==> config.mk <==
export PLATFORM = sky130hd
export DESIGN_NAME = epuin_axi_front
export DESIGN_NICKNAME = d
export VERILOG_FILES = /design/src/rtl/epuin_axi_front_pkg.sv /design/src/rtl/epuin_beat_ctr.sv /design/src/rtl/epuin_axi_front.sv
export SDC_FILE = /design/constraint.sdc
export NUM_CORES = 1
export LEC_CHECK = 0
export BUFFER_PORTS_ARGS = -buffer_cell sky130_fd_sc_hd__buf_4
export CAP_MARGIN = 40
export CORE_AREA = 8 8 117 119
export DETAILED_ROUTE_END_ITERATION = 8
export DIE_AREA = 0 0 125 127
export PLACE_DENSITY = 0.82
export SLEW_MARGIN = 15
export SYNTH_ARGS = -nofsm -noshare
export SYNTH_HDL_FRONTEND = slang
export SYNTH_SLANG_ARGS = --single-unit
==> constraint.sdc <==
create_clock -name clk -period 4.7 [get_ports clk]
set_input_delay 0.94 -clock clk [delete_from_list [all_inputs] [get_ports clk]]
set_output_delay 0.94 -clock clk [all_outputs]
set_load 0.05 [all_outputs]
==> src/rtl/epuin_axi_front_pkg.sv <==
// Shared types and constants for the EPUIN AXI front end: FSM state encoding,
// AXI response/burst codes and the window/address-step helpers.
package epuin_axi_front_pkg;

  typedef enum logic [2:0] {
    ST_IDLE  = 3'd0,
    ST_RADDR = 3'd1,
    ST_RDATA = 3'd2,
    ST_WADDR = 3'd3,
    ST_WDATA = 3'd4,
    ST_BRESP = 3'd5
  } epuin_front_state_t;

  localparam logic [1:0] RESP_OKAY   = 2'b00;
  localparam logic [1:0] RESP_DECERR = 2'b11;

  localparam logic [1:0] BURST_FIXED = 2'b00;
  localparam logic [1:0] BURST_INCR  = 2'b01;
  localparam logic [1:0] BURST_WRAP  = 2'b10;

  // Subtract-then-compare so a window touching the top of the address space still decodes.
  function automatic logic in_window(input logic [31:0] a, input logic [31:0] base,
                                     input logic [31:0] win);
    return (a >= base) && ((a - base) < win);
  endfunction

  function automatic logic [31:0] step_addr(input logic [31:0] a, input logic [1:0] burst);
    case (burst)
      BURST_FIXED:            return a;
      BURST_INCR, BURST_WRAP: return a + 32'd4;
      default:                return a + 32'd4;
    endcase
  endfunction

endpackage

==> src/rtl/epuin_beat_ctr.sv <==
// Burst address/length/beat-count tracker shared by the read and write paths,
// with a registered window-hit flag that follows every stepped address.
module epuin_beat_ctr
  import epuin_axi_front_pkg::*;
#(
  parameter logic [31:0] BASE_ADDR = 32'h0,
  parameter logic [31:0] WIN_BYTES = 32'd32
) (
  input  logic        clk,
  input  logic        rst_n,
  input  logic        load_i,
  input  logic [31:0] addr_i,
  input  logic [7:0]  len_i,
  input  logic [1:0]  burst_i,
  input  logic        step_i,
  output logic [31:0] addr_o,
  output logic [7:0]  cnt_o,
  output logic        last_o,
  output logic        enb_o
);

  logic [31:0] addr_q, addr_d;
  logic [7:0]  len_q, len_d;
  logic [7:0]  cnt_q, cnt_d;
  logic [1:0]  burst_q, burst_d;
  logic        enb_q, enb_d;

  always_comb begin
    addr_d  = addr_q;
    len_d   = len_q;
    cnt_d   = cnt_q;
    burst_d = burst_q;
    enb_d   = enb_q;
    if (load_i) begin
      addr_d  = addr_i;
      len_d   = len_i;
      burst_d = burst_i;
      cnt_d   = 8'd0;
      enb_d   = in_window(addr_i, BASE_ADDR, WIN_BYTES);
    end else if (step_i) begin
      addr_d = step_addr(addr_q, burst_q);
      cnt_d  = cnt_q + 8'd1;
      enb_d  = in_window(addr_d, BASE_ADDR, WIN_BYTES);
    end
  end

  always_ff @(posedge clk or negedge rst_n) begin
    if (!rst_n) begin
      addr_q  <= 32'd0;
      len_q   <= 8'd0;
      cnt_q   <= 8'd0;
      burst_q <= BURST_FIXED;
      enb_q   <= 1'b0;
    end else begin
      addr_q  <= addr_d;
      len_q   <= len_d;
      cnt_q   <= cnt_d;
      burst_q <= burst_d;
      enb_q   <= enb_d;
    end
  end

  assign addr_o = addr_q;
  assign cnt_o  = cnt_q;
  assign last_o = (cnt_q == len_q);
  assign enb_o  = enb_q;

endmodule

==> src/rtl/epuin_axi_front.sv <==
// AXI4 slave front end: turns AR/R/AW/W/B bursts into the single-cycle EPUIN
// handshake pulses plus CS/OE/addr/wdata for one buffer-wrapper window.
module epuin_axi_front
  import epuin_axi_front_pkg::*;
#(
  parameter logic [31:0] BASE_ADDR = 32'h0,
  parameter logic [31:0] WIN_BYTES = 32'd32,
  parameter int          ID_W      = 8
) (
  input  logic            clk,
  input  logic            rst_n,
  input  logic [ID_W-1:0] s_awid_i,
  input  logic [31:0]     s_awaddr_i,
  input  logic [7:0]      s_awlen_i,
  input  logic [2:0]      s_awsize_i,
  input  logic [1:0]      s_awburst_i,
  input  logic            s_awvalid_i,
  output logic            s_awready_o,
  input  logic [31:0]     s_wdata_i,
  input  logic [3:0]      s_wstrb_i,
  input  logic            s_wlast_i,
  input  logic            s_wvalid_i,
  output logic            s_wready_o,
  output logic [ID_W-1:0] s_bid_o,
  output logic [1:0]      s_bresp_o,
  output logic            s_bvalid_o,
  input  logic            s_bready_i,
  input  logic [ID_W-1:0] s_arid_i,
  input  logic [31:0]     s_araddr_i,
  input  logic [7:0]      s_arlen_i,
  input  logic [2:0]      s_arsize_i,
  input  logic [1:0]      s_arburst_i,
  input  logic            s_arvalid_i,
  output logic            s_arready_o,
  output logic [ID_W-1:0] s_rid_o,
  output logic [31:0]     s_rdata_o,
  output logic [1:0]      s_rresp_o,
  output logic            s_rlast_o,
  output logic            s_rvalid_o,
  input  logic            s_rready_i,
  output logic            epuin_cs_o,
  output logic            epuin_oe_o,
  output logic [31:0]     epuin_addr_o,
  output logic [31:0]     epuin_wdata_o,
  output logic            epuin_arhns_o,
  output logic            epuin_awhns_o,
  output logic            epuin_rhns_o,
  output logic            epuin_whns_o,
  output logic            epuin_rdfin_o,
  output logic            epuin_wrfin_o,
  output logic            enb_o,
  input  logic            rvalid_i,
  input  logic [31:0]     rdata_i
);

  epuin_front_state_t state_q, state_d;
  logic [ID_W-1:0]    id_q, id_d;
  logic               err_q, err_d;
  logic               last, step, load;
  logic [31:0]        beat_addr;

  // Full-word only and fixed 32-bit beats, so size and strobes carry no information here.
  logic unused_ok;
  assign unused_ok = ^{s_wstrb_i, s_awsize_i, s_arsize_i};

  assign load = epuin_arhns_o | epuin_awhns_o;

  epuin_beat_ctr #(.BASE_ADDR(BASE_ADDR), .WIN_BYTES(WIN_BYTES)) u_beat_ctr (
    .clk     (clk),
    .rst_n   (rst_n),
    .load_i  (load),
    .addr_i  (s_arvalid_i ? s_araddr_i : s_awaddr_i),
    .len_i   (s_arvalid_i ? s_arlen_i : s_awlen_i),
    .burst_i (s_arvalid_i ? s_arburst_i : s_awburst_i),
    .step_i  (step),
    .addr_o  (beat_addr),
    .cnt_o   (),
    .last_o  (last),
    .enb_o   (enb_o)
  );

  always_comb begin
    state_d       = state_q;
    id_d          = id_q;
    err_d         = err_q;
    step          = 1'b0;
    s_awready_o   = 1'b0;
    s_arready_o   = 1'b0;
    s_wready_o    = 1'b0;
    s_bvalid_o    = 1'b0;
    s_bresp_o     = RESP_OKAY;
    s_rvalid_o    = 1'b0;
    s_rdata_o     = 32'd0;
    s_rresp_o     = RESP_OKAY;
    s_rlast_o     = 1'b0;
    epuin_cs_o    = 1'b0;
    epuin_oe_o    = 1'b0;
    epuin_wdata_o = 32'd0;
    epuin_arhns_o = 1'b0;
    epuin_awhns_o = 1'b0;
    epuin_rhns_o  = 1'b0;
    epuin_whns_o  = 1'b0;
    epuin_rdfin_o = 1'b0;
    epuin_wrfin_o = 1'b0;
    unique case (state_q)
      ST_IDLE: begin
        // IDLE is also the reset state, so the readies must be masked while rst_n is low.
        if (rst_n) begin
          s_arready_o = 1'b1;
          s_awready_o = !s_arvalid_i;
          if (s_arvalid_i) begin
            epuin_arhns_o = 1'b1;
            id_d          = s_arid_i;
            state_d       = ST_RADDR;
          end else if (s_awvalid_i) begin
            epuin_awhns_o = 1'b1;
            id_d          = s_awid_i;
            err_d         = 1'b0;
            state_d       = ST_WADDR;
          end
        end
      end
      ST_RADDR: begin
        epuin_cs_o = 1'b1;
        epuin_oe_o = 1'b1;
        state_d    = ST_RDATA;
      end
      ST_RDATA: begin
        epuin_cs_o   = 1'b1;
        epuin_oe_o   = 1'b1;
        s_rvalid_o   = enb_o ? rvalid_i : 1'b1;
        s_rdata_o    = enb_o ? rdata_i : 32'd0;
        s_rresp_o    = enb_o ? RESP_OKAY : RESP_DECERR;
        s_rlast_o    = last;
        epuin_rhns_o = s_rvalid_o & s_rready_i;
        if (epuin_rhns_o) begin
          if (last) begin
            epuin_rdfin_o = 1'b1;
            state_d       = ST_IDLE;
          end else begin
            step    = 1'b1;
            state_d = ST_RADDR;
          end
        end
      end
      ST_WADDR: begin
        epuin_cs_o = 1'b1;
        state_d    = ST_WDATA;
      end
      ST_WDATA: begin
        epuin_cs_o    = 1'b1;
        s_wready_o    = 1'b1;
        epuin_wdata_o = s_wdata_i;
        epuin_whns_o  = s_wvalid_i;
        if (s_wvalid_i) begin
          step = 1'b1;
          if (!enb_o) err_d = 1'b1;
          if (s_wlast_i) begin
            epuin_wrfin_o = 1'b1;
            state_d       = ST_BRESP;
          end
        end
      end
      ST_BRESP: begin
        s_bvalid_o = 1'b1;
        s_bresp_o  = err_q ? RESP_DECERR : RESP_OKAY;
        if (s_bready_i) state_d = ST_IDLE;
      end
      default: state_d = ST_IDLE;
    endcase
  end

  always_ff @(posedge clk or negedge rst_n) begin
    if (!rst_n) begin
      state_q <= ST_IDLE;
      id_q    <= '0;
      err_q   <= 1'b0;
    end else begin
      state_q <= state_d;
      id_q    <= id_d;
      err_q   <= err_d;
    end
  end

  assign s_rid_o      = id_q;
  assign s_bid_o      = id_q;
  assign epuin_addr_o = beat_addr;

endmodule

==> impl_metrics.yaml, run 1 <==
worst_hold_path:
  hp-class: "flip-flop to flip-flop"
setup_path:
  cp_slowest_stage_delay_ns: 0.54
  critPathKind: "primary input to output port"
  cpMostUsedCell: "buf_4"
  worst_setup_path_end_kind: "output port"
  worstPathArrival_ns: 2.22
  worstPathMaxFanout: 5
  crit_path_cell_trace: "buf_4 > nor4b_2 > nor2b_1 > and2_1 > buf_4"
  worstPathRequired_ns: 3.76
  cpMaxStageDelayCell: "nor4b_2"
  cp-start-kind: "primary input"
cells_and_area:
  area_delta_synth_final_pct: 48.9
  fill_cells: 1018
  multiInputGateArea_um2: 3260
  final_nets: 1069
  seqCellArea_um2: 1580
  final_util_pct: 65.6
  drive_above_1_share_pct: 39.7
job:
  max_cap_violations: 0
synthesis:
  synthTopCellsByCount: "dfrtp_1, mux2i_1, nand2_1"
  ys_seq_area_share_pct: 30.3
  synth_edf_count: 0
  yosys_warnings: 0
  synth_area_leader_cell: "dfrtp_1"
  synth_area_um2: 5200
  synth_ff_type: "dfrtp_1"
  syn_avg_cell_area_um2: 8.38
  netlist_instances: 621
  synth_nets: 806
  synth_top_area_share_pct: 30.3
  synth.distinct_cells: 75
  synth.most_common_cell: "dfrtp_1"
  async_flop_share_pct: 100
  ys_top_cells_by_area: "dfrtp_1, mux2i_1, and3_1"
  ys_ff_latch: 63
floorplanning:
  core_um2: 11800
  rows: 40
  die_w_um: 125
  ios: 314
  die_h_um: 127
  start_util_pct: 44.1
  die-area_um2: 15900
routing:
  wl_per_cell_um: 23.6
  viasPerCell: 5.89
  wl_met3_um: 2120
  ant_nets: 0
  drc: 0
  met2_length_um: 12300
  top_layer: "met4"
  firstDrtPassIters: 5
  num_vias: 6112
  drt_iter0_drc: 628
  m1WireLength_um: 9680
  routed_wl_um: 24500
sta:
  hold_violations: 0
  setup_tns_ns: 0
  worst_slew_pin_slew_ns: 0.684
  rsz0062_at_grt: "no"
  final.hold.worst_slack_ns: 0.492
  final-max-slew-violation-count: 0
  finalSetupViolations: 0
  timing.fmax_mhz: 316
  post-route-min-period_ns: 3.16
  clock_skew_ns: 0.00531
  slew_headroom_pct: 54.4
  period_share_pct: 67.3
power:
  power.internal_mw: 2.02
  combPwrFrac_pct: 60.3
  p_leak_nw: 3.90
  clockPowerShare_pct: 13.9
  irDropWorstVdd_v: 0.000446
  seqPwrFrac_pct: 25.8
  power_density_nw_per_um2: 585
  p_sw_mw: 2.51
  swShare_pct: 55.4
clock_network:
  cts.sinks: 63
  hold_buffers: 0
  root_buffer: "clkbuf_16"
  post-cts-setup-buffers: 0
  cts_resized: 0
  clk_latency_ns: 0.33
  clk_pin_slew_ns: 0.05
  numCtsBuffers: 9
  cts_tree: "yes"
  htree_levels: 3
  clock_path_buffers: 2
outcome:
  outcome: "completed"
global_routing:
  gr-total-overflow: 0
  grt.total_usage_pct: 29.3
  grt_pass1_vias: 5685
  grt_pass1_wl_um: 35800
  grt_max_degree: 65
  grt_antenna_before_repair: 1
placement:
  numPortBuffers: 303
  dp_hpwl_um: 19800
  place_congestion: 0.963
-- layout by cell type (no fill, tap or decap), types with 9 or more instances in the layout --
cell,count
o21ai_0,36
nand2_1,49
buf_4,313
and2_1,40
nor2_1,36
inv_1,15
xnor2_1,12
a21oi_1,27
o21a_1,10
mux2i_1,51
nand4_1,24
clkbuf_16,9
nand3_1,17
xor2_1,15
dfrtp_1,63
and3_1,42
-- logic make-up (layout without fill, tap and decap cells) --
group / Yosys count / after routing / synth area share [%]
flip-flops: 63 / 63 / 30.3
buffers and inverters: 78 / 346 / 7.36
multiplexers: 51 / 51 / 9.81
XOR/XNOR: 27 / 27 / 4.54
other: 0 / 1 / 0
AND/OR/NAND/NOR: 260 / 260 / 28.6
AO/OA/AOI/OAI: 140 / 140 / 18.9
adder cells (fa/ha/maj): 2 / 2 / 0.481
-- flip-flops by register name (all words and copies together), names as in the netlist --
| register | cells |
|---|---|
| u_beat_ctr.burst_q | 2 |
| err_q | 1 |
| u_beat_ctr.len_q | 8 |
| u_beat_ctr.cnt_o | 8 |
| u_beat_ctr.enb_o | 1 |
| s_bid_o | 8 |
| u_beat_ctr.addr_o | 32 |
| state_q | 3 |
-- layout make-up --
| class | instances | share of cell area, % |
|---|---|---|
| Antenna cell | 1 | 0.0323 |
| Clock buffer | 11 | 3.13 |
| Clock inverter | 5 | 0.436 |
| Inverter | 15 | 0.727 |
| Multi-Input combinational cell | 480 | 42.0 |
| Sequential cell | 63 | 20.3 |
| Tap cell | 147 | 2.37 |
| Timing Repair Buffer | 315 | 30.9 |
-- layer usage --
layer	up-vias	track usage, %
met4	0	7.23
li1	2801	-
met3	21	6.32
met2	357	51.2
met1	2933	36.0
met5	-	0
-- worst max-delay path: cells and delay by family --
family | cells | cell delay [ns]
AND/OR/NAND/NOR | 3 | 0.95
buffers and inverters | 2 | 0.33
-- per-stage QoR --
stage | area, µm² | cells | power, mW | setup slack [ns]
after detailed placement | 7420 | 1018 | 3.87 | 1.43
final | 7750 | 1037 | 4.54 | 1.54
after global routing | 7750 | 1037 | 4.75 | 1.31
after global placement | 7420 | 1018 | 3.85 | 1.47
after floorplan | 5200 | 621 | 3.05 | 0.398
after CTS | 7700 | 1034 | 4.51 | 1.51
-- power by group through the flow --
stage / logic (mW) / registers, mW / clock network (mW)
floorplan: 1.56 / 1.49 / 0
global placement: 2.69 / 1.15 / 0
detailed placement: 2.72 / 1.16 / 0
CTS: 2.73 / 1.15 / 0.634
global route: 2.88 / 1.21 / 0.663
finish: 2.74 / 1.17 / 0.631
-- final timing paths --
check                                           start                    end  slack (ns)  cells past startpoint
worst min register to register   u_beat_ctr.addr_o[1]   u_beat_ctr.addr_o[1]        0.49                      2
worst max register to register  u_beat_ctr.addr_o[11]       u_beat_ctr.enb_o        1.77                      7
worst min-delay path             u_beat_ctr.addr_o[1]   u_beat_ctr.addr_o[1]        0.49                      2
min in group asynchronous                       rst_n  u_beat_ctr.addr_o[21]        0.56                      2
max in group asynchronous                       rst_n  u_beat_ctr.addr_o[18]        3.62                      3
worst max-delay path                            rst_n          epuin_awhns_o        1.54                      5
(Power assumes the default switching activity.)
==> run 2: changes to the inputs <==
--- a/config.mk
+++ b/config.mk
@@ -7,10 +7,11 @@
 export LEC_CHECK = 0
 export BUFFER_PORTS_ARGS = -buffer_cell sky130_fd_sc_hd__buf_4
 export CAP_MARGIN = 40
-export CORE_AREA = 8 8 117 119
+export CORE_ASPECT_RATIO = 1.2
+export CORE_MARGIN = 8
+export CORE_UTILIZATION = 40
 export DETAILED_ROUTE_END_ITERATION = 8
-export DIE_AREA = 0 0 125 127
-export PLACE_DENSITY = 0.82
+export PLACE_DENSITY = 0.78
 export SLEW_MARGIN = 15
 export SYNTH_ARGS = -nofsm -noshare
 export SYNTH_HDL_FRONTEND = slang
==> constraint.sdc (replaced) <==
create_clock -name clk -period 2.85 [get_ports clk]
set_input_delay 0.57 -clock clk [delete_from_list [all_inputs] [get_ports clk]]
set_output_delay 0.57 -clock clk [all_outputs]
set_load 0.05 [all_outputs]
==> run 2 against run 1 <==
Compared with the run above: clock-buffer cell count decreased by 2; clock skew grew 0.0043 ns; largest power group unchanged; critical path depth did not move; combinational power rose by 70%; worst hold slack worse by 0.27 ns; routed wire length down 7.7%; critical path type is now flip-flop to output port; flip-flop and latch count is the same.
==> impl_metrics.yaml, run 2 (synthesis results as in run 1) <==
sta:
  slew_headroom_pct: 59.2
  setup_tns_ns: 0
  clock_skew_ns: 0.00958
  post-route-min-period_ns: 2.60
  worst_slew_pin_slew_ns: 0.610
  timing.fmax_mhz: 384
  hold_violations: 0
  final-max-slew-violation-count: 0
  finalSetupViolations: 0
  rsz0062_at_grt: "no"
  period_share_pct: 91.4
clock_network:
  hold_buffers: 0
  cts_resized: 0
  htree_levels: 3
  clock_path_buffers: 2
  clk_latency_ns: 0.34
  root_buffer: "clkbuf_16"
  cts.sinks: 63
  post-cts-setup-buffers: 0
  clk_pin_slew_ns: 0.06
  cts_tree: "yes"
  numCtsBuffers: 9
cells_and_area:
  final_nets: 1078
  largest_reg_flops: 32
  drive_above_1_share_pct: 40.5
  final_cell_mix: "buf_4, dfrtp_1, mux2i_1"
  layout_commonest_cell: "buf_4"
  area_delta_synth_final_pct: 51.3
floorplanning:
  ios: 314
  core_um2: 12700
  die-area_um2: 16900
  die_w_um: 120
  die_h_um: 141
  start_util_pct: 41.1
  rows: 45
global_routing:
  grt_max_degree: 50
  gr-total-overflow: 0
  grt.total_usage_pct: 25.6
  grt_pass1_vias: 5828
  grt_pass1_wl_um: 33700
  grt_antenna_before_repair: 1
placement:
  place_congestion: 0.966
  dp_hpwl_um: 18100
  numPortBuffers: 303
power:
  irDropWorstVdd_v: 0.000561
  power.internal_mw: 3.47
  power_density_nw_per_um2: 968
  combPwrFrac_pct: 61.3
  seqPwrFrac_pct: 24.0
  clockPowerShare_pct: 14.7
  p_leak_nw: 3.95
  p_sw_mw: 4.16
  swShare_pct: 54.5
  total_power_mw: 7.62
setup_path:
  worstPathMaxFanout: 33
  critPathKind: "flip-flop to output port"
  cpMaxStageDelayCell: "dfrtp_1"
  cp-start-kind: "flip-flop"
  worstPathArrival_ns: 2.03
  worstPathRequired_ns: 2.28
  crit_path_cell_trace: "nor2b_1 > nor2b_1 > buf_4 > and2_1 > buf_4"
  cp_slowest_stage_delay_ns: 0.56
  worst_setup_path_end_kind: "output port"
routing:
  viasPerCell: 5.68
  routed_wl_um: 22600
  drc: 0
  num_vias: 6029
  ant_nets: 0
  wl_per_cell_um: 21.3
  drt_iter0_drc: 418
  firstDrtPassIters: 5
job:
  max_cap_violations: 0
outcome:
  outcome: "completed"
worst_hold_path:
  hp-class: "primary input to asynchronous set/reset pin"
-- run 2: final timing paths --
check	startpoint	to	slack (ns)	depth (start not counted)
worst max-delay path	state_q[2]	epuin_wdata_o[20]	0.25	5
worst min-delay path	rst_n	u_beat_ctr.addr_o[22]	0.22	2
worst max register to register	u_beat_ctr.addr_o[7]	u_beat_ctr.enb_o	0.29	7
worst min register to register	u_beat_ctr.addr_o[0]	u_beat_ctr.addr_o[0]	0.48	2
max in group asynchronous	rst_n	u_beat_ctr.addr_o[17]	2.11	3
min in group clk	s_bready_i	state_q[0]	0.44	2
-- run 2: power groups by stage --
stage | sequential, mW | combinational [mW] | clock [mW]
final | 1.83 | 4.67 | 1.12
after global placement | 1.81 | 4.60 | 0
after CTS | 1.81 | 4.67 | 1.13
after detailed placement | 1.83 | 4.65 | 0
after floorplan | 2.46 | 2.58 | 0
after global routing | 1.88 | 4.95 | 1.17
-- run 2: layout make-up --
class / instances / area [µm²]
Fill cell: 1167 / 4790
Multi-Input combinational cell: 480 / 3270
Timing Repair Buffer: 324 / 2460
Sequential cell: 63 / 1580
Clock buffer: 9 / 225
Tap cell: 164 / 205
Clock inverter: 6 / 71.3
Inverter: 15 / 56.3
Antenna cell: 1 / 2.50
-- run 2: metal layers --
layer	GRT usage (%)	vias up	wire length (µm)
li1	-	2820	-
met1	28.3	2840	8170
met2	43.3	321	11100
met3	9.63	48	2570
met4	10.5	0	733
met5	0	-	0
-- run 2: worst max-delay path, delay by kind of cell (launching register included) --
| family | cells | cell delay (ns) |
|---|---|---|
| flops | 1 | 0.56 |
| simple gates | 3 | 0.64 |
| buf+inv | 2 | 0.47 |
-- run 2: through the flow --
stage	area, µm²	util, %	hold slack [ns]	cells	setup WS [ns]
2_1_floorplan	5220	-	0.274	621	0.0165
3_3_place_gp	7550	59.6	0.469	1045	0.416
3_5_place_dp	7580	59.8	0.473	1046	0.380
4_1_cts	7870	62.1	0.225	1061	0.249
5_1_grt	7880	62.2	0.238	1062	0.140
6_report	7880	62.2	0.218	1062	0.245
==> run 3: changes to the inputs <==
--- a/config.mk
+++ b/config.mk
@@ -6,7 +6,7 @@
 export NUM_CORES = 1
 export LEC_CHECK = 0
 export BUFFER_PORTS_ARGS = -buffer_cell sky130_fd_sc_hd__buf_4
-export CAP_MARGIN = 40
+export CAP_MARGIN = 10
 export CORE_ASPECT_RATIO = 1.2
 export CORE_MARGIN = 8
 export CORE_UTILIZATION = 40
==> constraint.sdc (replaced) <==
create_clock -name clk -period 2.85 [get_ports clk]
set_input_delay 0.855 -clock clk [delete_from_list [all_inputs] [get_ports clk]]
set_output_delay 0.855 -clock clk [all_outputs]
set_load 0.05 [all_outputs]
==> run 3 against run 2 <==
Compared with the run above: clock-buffer cell count up 1; largest cell class unchanged; first-iteration DRC count down 4.5%; via count down 0.36%; non-clock buffer count rose by 6; final area rose by 1.0%; die area did not move; clock skew shrank 0.0026 ns; highest routed layer unchanged; routed wire length hardly changed; global-route usage shrank 0.088 points.
==> impl_metrics.yaml, run 3 (synthesis results as in run 1) <==
floorplanning:
  start_util_pct: 41.1
  die-area_um2: 16900
  ios: 314
  rows: 45
  die_w_um: 120
  core_um2: 12700
  die_h_um: 141
placement:
  dp_cells: 1052
  dp_hpwl_um: 18100
  place_area_um2: 7630
  place_congestion: 0.967
  numPortBuffers: 303
routing:
  num_vias: 6007
  routed_wl_um: 22600
  drc: 0
  ant_nets: 0
  viasPerCell: 5.62
  wl_per_cell_um: 21.2
  drt_iter0_drc: 399
  firstDrtPassIters: 5
cells_and_area:
  drive_above_1_share_pct: 41.1
  largest_reg_flops: 32
  area_delta_synth_final_pct: 52.9
  stdcell_area_um2: 7960
  final_nets: 1084
  stdcell_count: 1068
  fill_cells: 1108
  final_cell_mix: "buf_4, dfrtp_1, mux2i_1"
  layout_commonest_cell: "buf_4"
  final_util_pct: 62.8
clock_network:
  htree_levels: 3
  root_buffer: "clkbuf_16"
  clk_latency_ns: 0.34
  clk_pin_slew_ns: 0.06
  numCtsBuffers: 9
  clock_path_buffers: 2
  cts.sinks: 63
  cts_tree: "yes"
outcome:
  outcome: "completed"
setup_path:
  worstPathArrival_ns: 1.94
  critPathKind: "flip-flop to output port"
  cp-start-kind: "flip-flop"
  worstPathRequired_ns: 2.00
  crit_family: "flip-flops"
  cp_slowest_stage_delay_ns: 0.55
  worst_setup_path_end_kind: "output port"
  cpMaxStageDelayCell: "dfrtp_1"
  cpMostUsedCell: "buf_4"
  critPathBufInv: 2
  crit_path_cell_trace: "nor3b_4 > buf_4 > and3_1 > buf_4"
  worstPathMaxFanout: 21
sta:
  period_share_pct: 97.9
  finalSetupViolations: 0
  clock_skew_ns: 0.00701
  worst_slew_pin_slew_ns: 0.828
  slew_headroom_pct: 44.8
  final-max-slew-violation-count: 0
  timing.fmax_mhz: 358
  hold_violations: 0
  post-route-min-period_ns: 2.79
  rsz0062_at_grt: "no"
global_routing:
  grt_max_degree: 64
  grt_pass1_vias: 5778
  grt.total_usage_pct: 25.5
  gr-total-overflow: 0
  grt_antenna_before_repair: 1
  grt_pass1_wl_um: 33500
job:
  max_cap_violations: 0
power:
  irDropWorstVdd_v: 0.000719
  power_density_nw_per_um2: 975
  p_leak_nw: 3.99
worst_hold_path:
  hp-class: "flip-flop to flip-flop"
run 3: where the power goes:
group	switching (mW)	total [mW]	leakage (nW)	internal, mW
registers	0.591	1.85	0.743	1.26
clock network	0.413	1.18	0.145	0.762
logic	3.15	4.73	3.10	1.58
run 3: final timing paths:
check                                          start                     to  slack [ns]  cells after the start
worst min register to register  u_beat_ctr.addr_o[1]   u_beat_ctr.addr_o[1]        0.48                      2
max in group asynchronous                      rst_n   u_beat_ctr.addr_o[8]        1.58                      2
worst max-delay path                      state_q[1]          s_rdata_o[23]        0.06                      4
worst min-delay path            u_beat_ctr.addr_o[1]   u_beat_ctr.addr_o[1]        0.48                      2
min in group asynchronous                      rst_n  u_beat_ctr.addr_o[13]        0.74                      2
worst max register to register  u_beat_ctr.addr_o[6]       u_beat_ctr.enb_o        0.31                      7
run 3: layout make-up:
class / count / area, µm² / area share, %
Sequential cell: 63 / 1580 / 19.8
Tap cell: 164 / 205 / 2.58
Timing Repair Buffer: 330 / 2510 / 31.6
Inverter: 15 / 56.3 / 0.708
Antenna cell: 1 / 2.50 / 0.0314
Clock inverter: 5 / 83.8 / 1.05
Clock buffer: 10 / 229 / 2.88
Multi-Input combinational cell: 480 / 3290 / 41.3
run 3: through the flow:
step / power (mW) / TNS [ns] / hold WS [ns] / setup slack, ns
4_1_cts: 7.73 / 0 / 0.488 / 0.0372
2_1_floorplan: 5.05 / -0.334 / 0.469 / -0.296
3_3_place_gp: 6.48 / 0 / 0.466 / 0.302
3_5_place_dp: 6.54 / 0 / 0.475 / 0.291
6_report: 7.76 / 0 / 0.481 / 0.0590
5_1_grt: 8.13 / 0 / 0.510 / 0.00306
run 3: timing repair:
| item | CTS | global route |
|---|---|---|
| gates resized for setup | 0 | 2 |
| hold buffers | 0 | 0 |
| buffers inserted | 0 | 0 |
| endpoints found under the setup margin | 0 | 8 |
run 3: routing by layer:
metal | vias to the layer above | track usage [%] | wire (µm)
met2 | 305 | 42.9 | 11100
li1 | 2829 | - | -
met3 | 41 | 11.7 | 2900
met1 | 2832 | 27.4 | 8020
met4 | 0 | 9.55 | 541
met5 | - | 0 | 0
run 3: worst reg2reg max path, stage by stage (launching register included):
cell	delay [ns]
dfrtp_1	0.50
nand3_2	0.31
nor3_2	0.37
nor4b_2	0.34
nand4_1	0.14
a2111oi_1	0.49
nand4_1	0.21
nand2_1	0.11
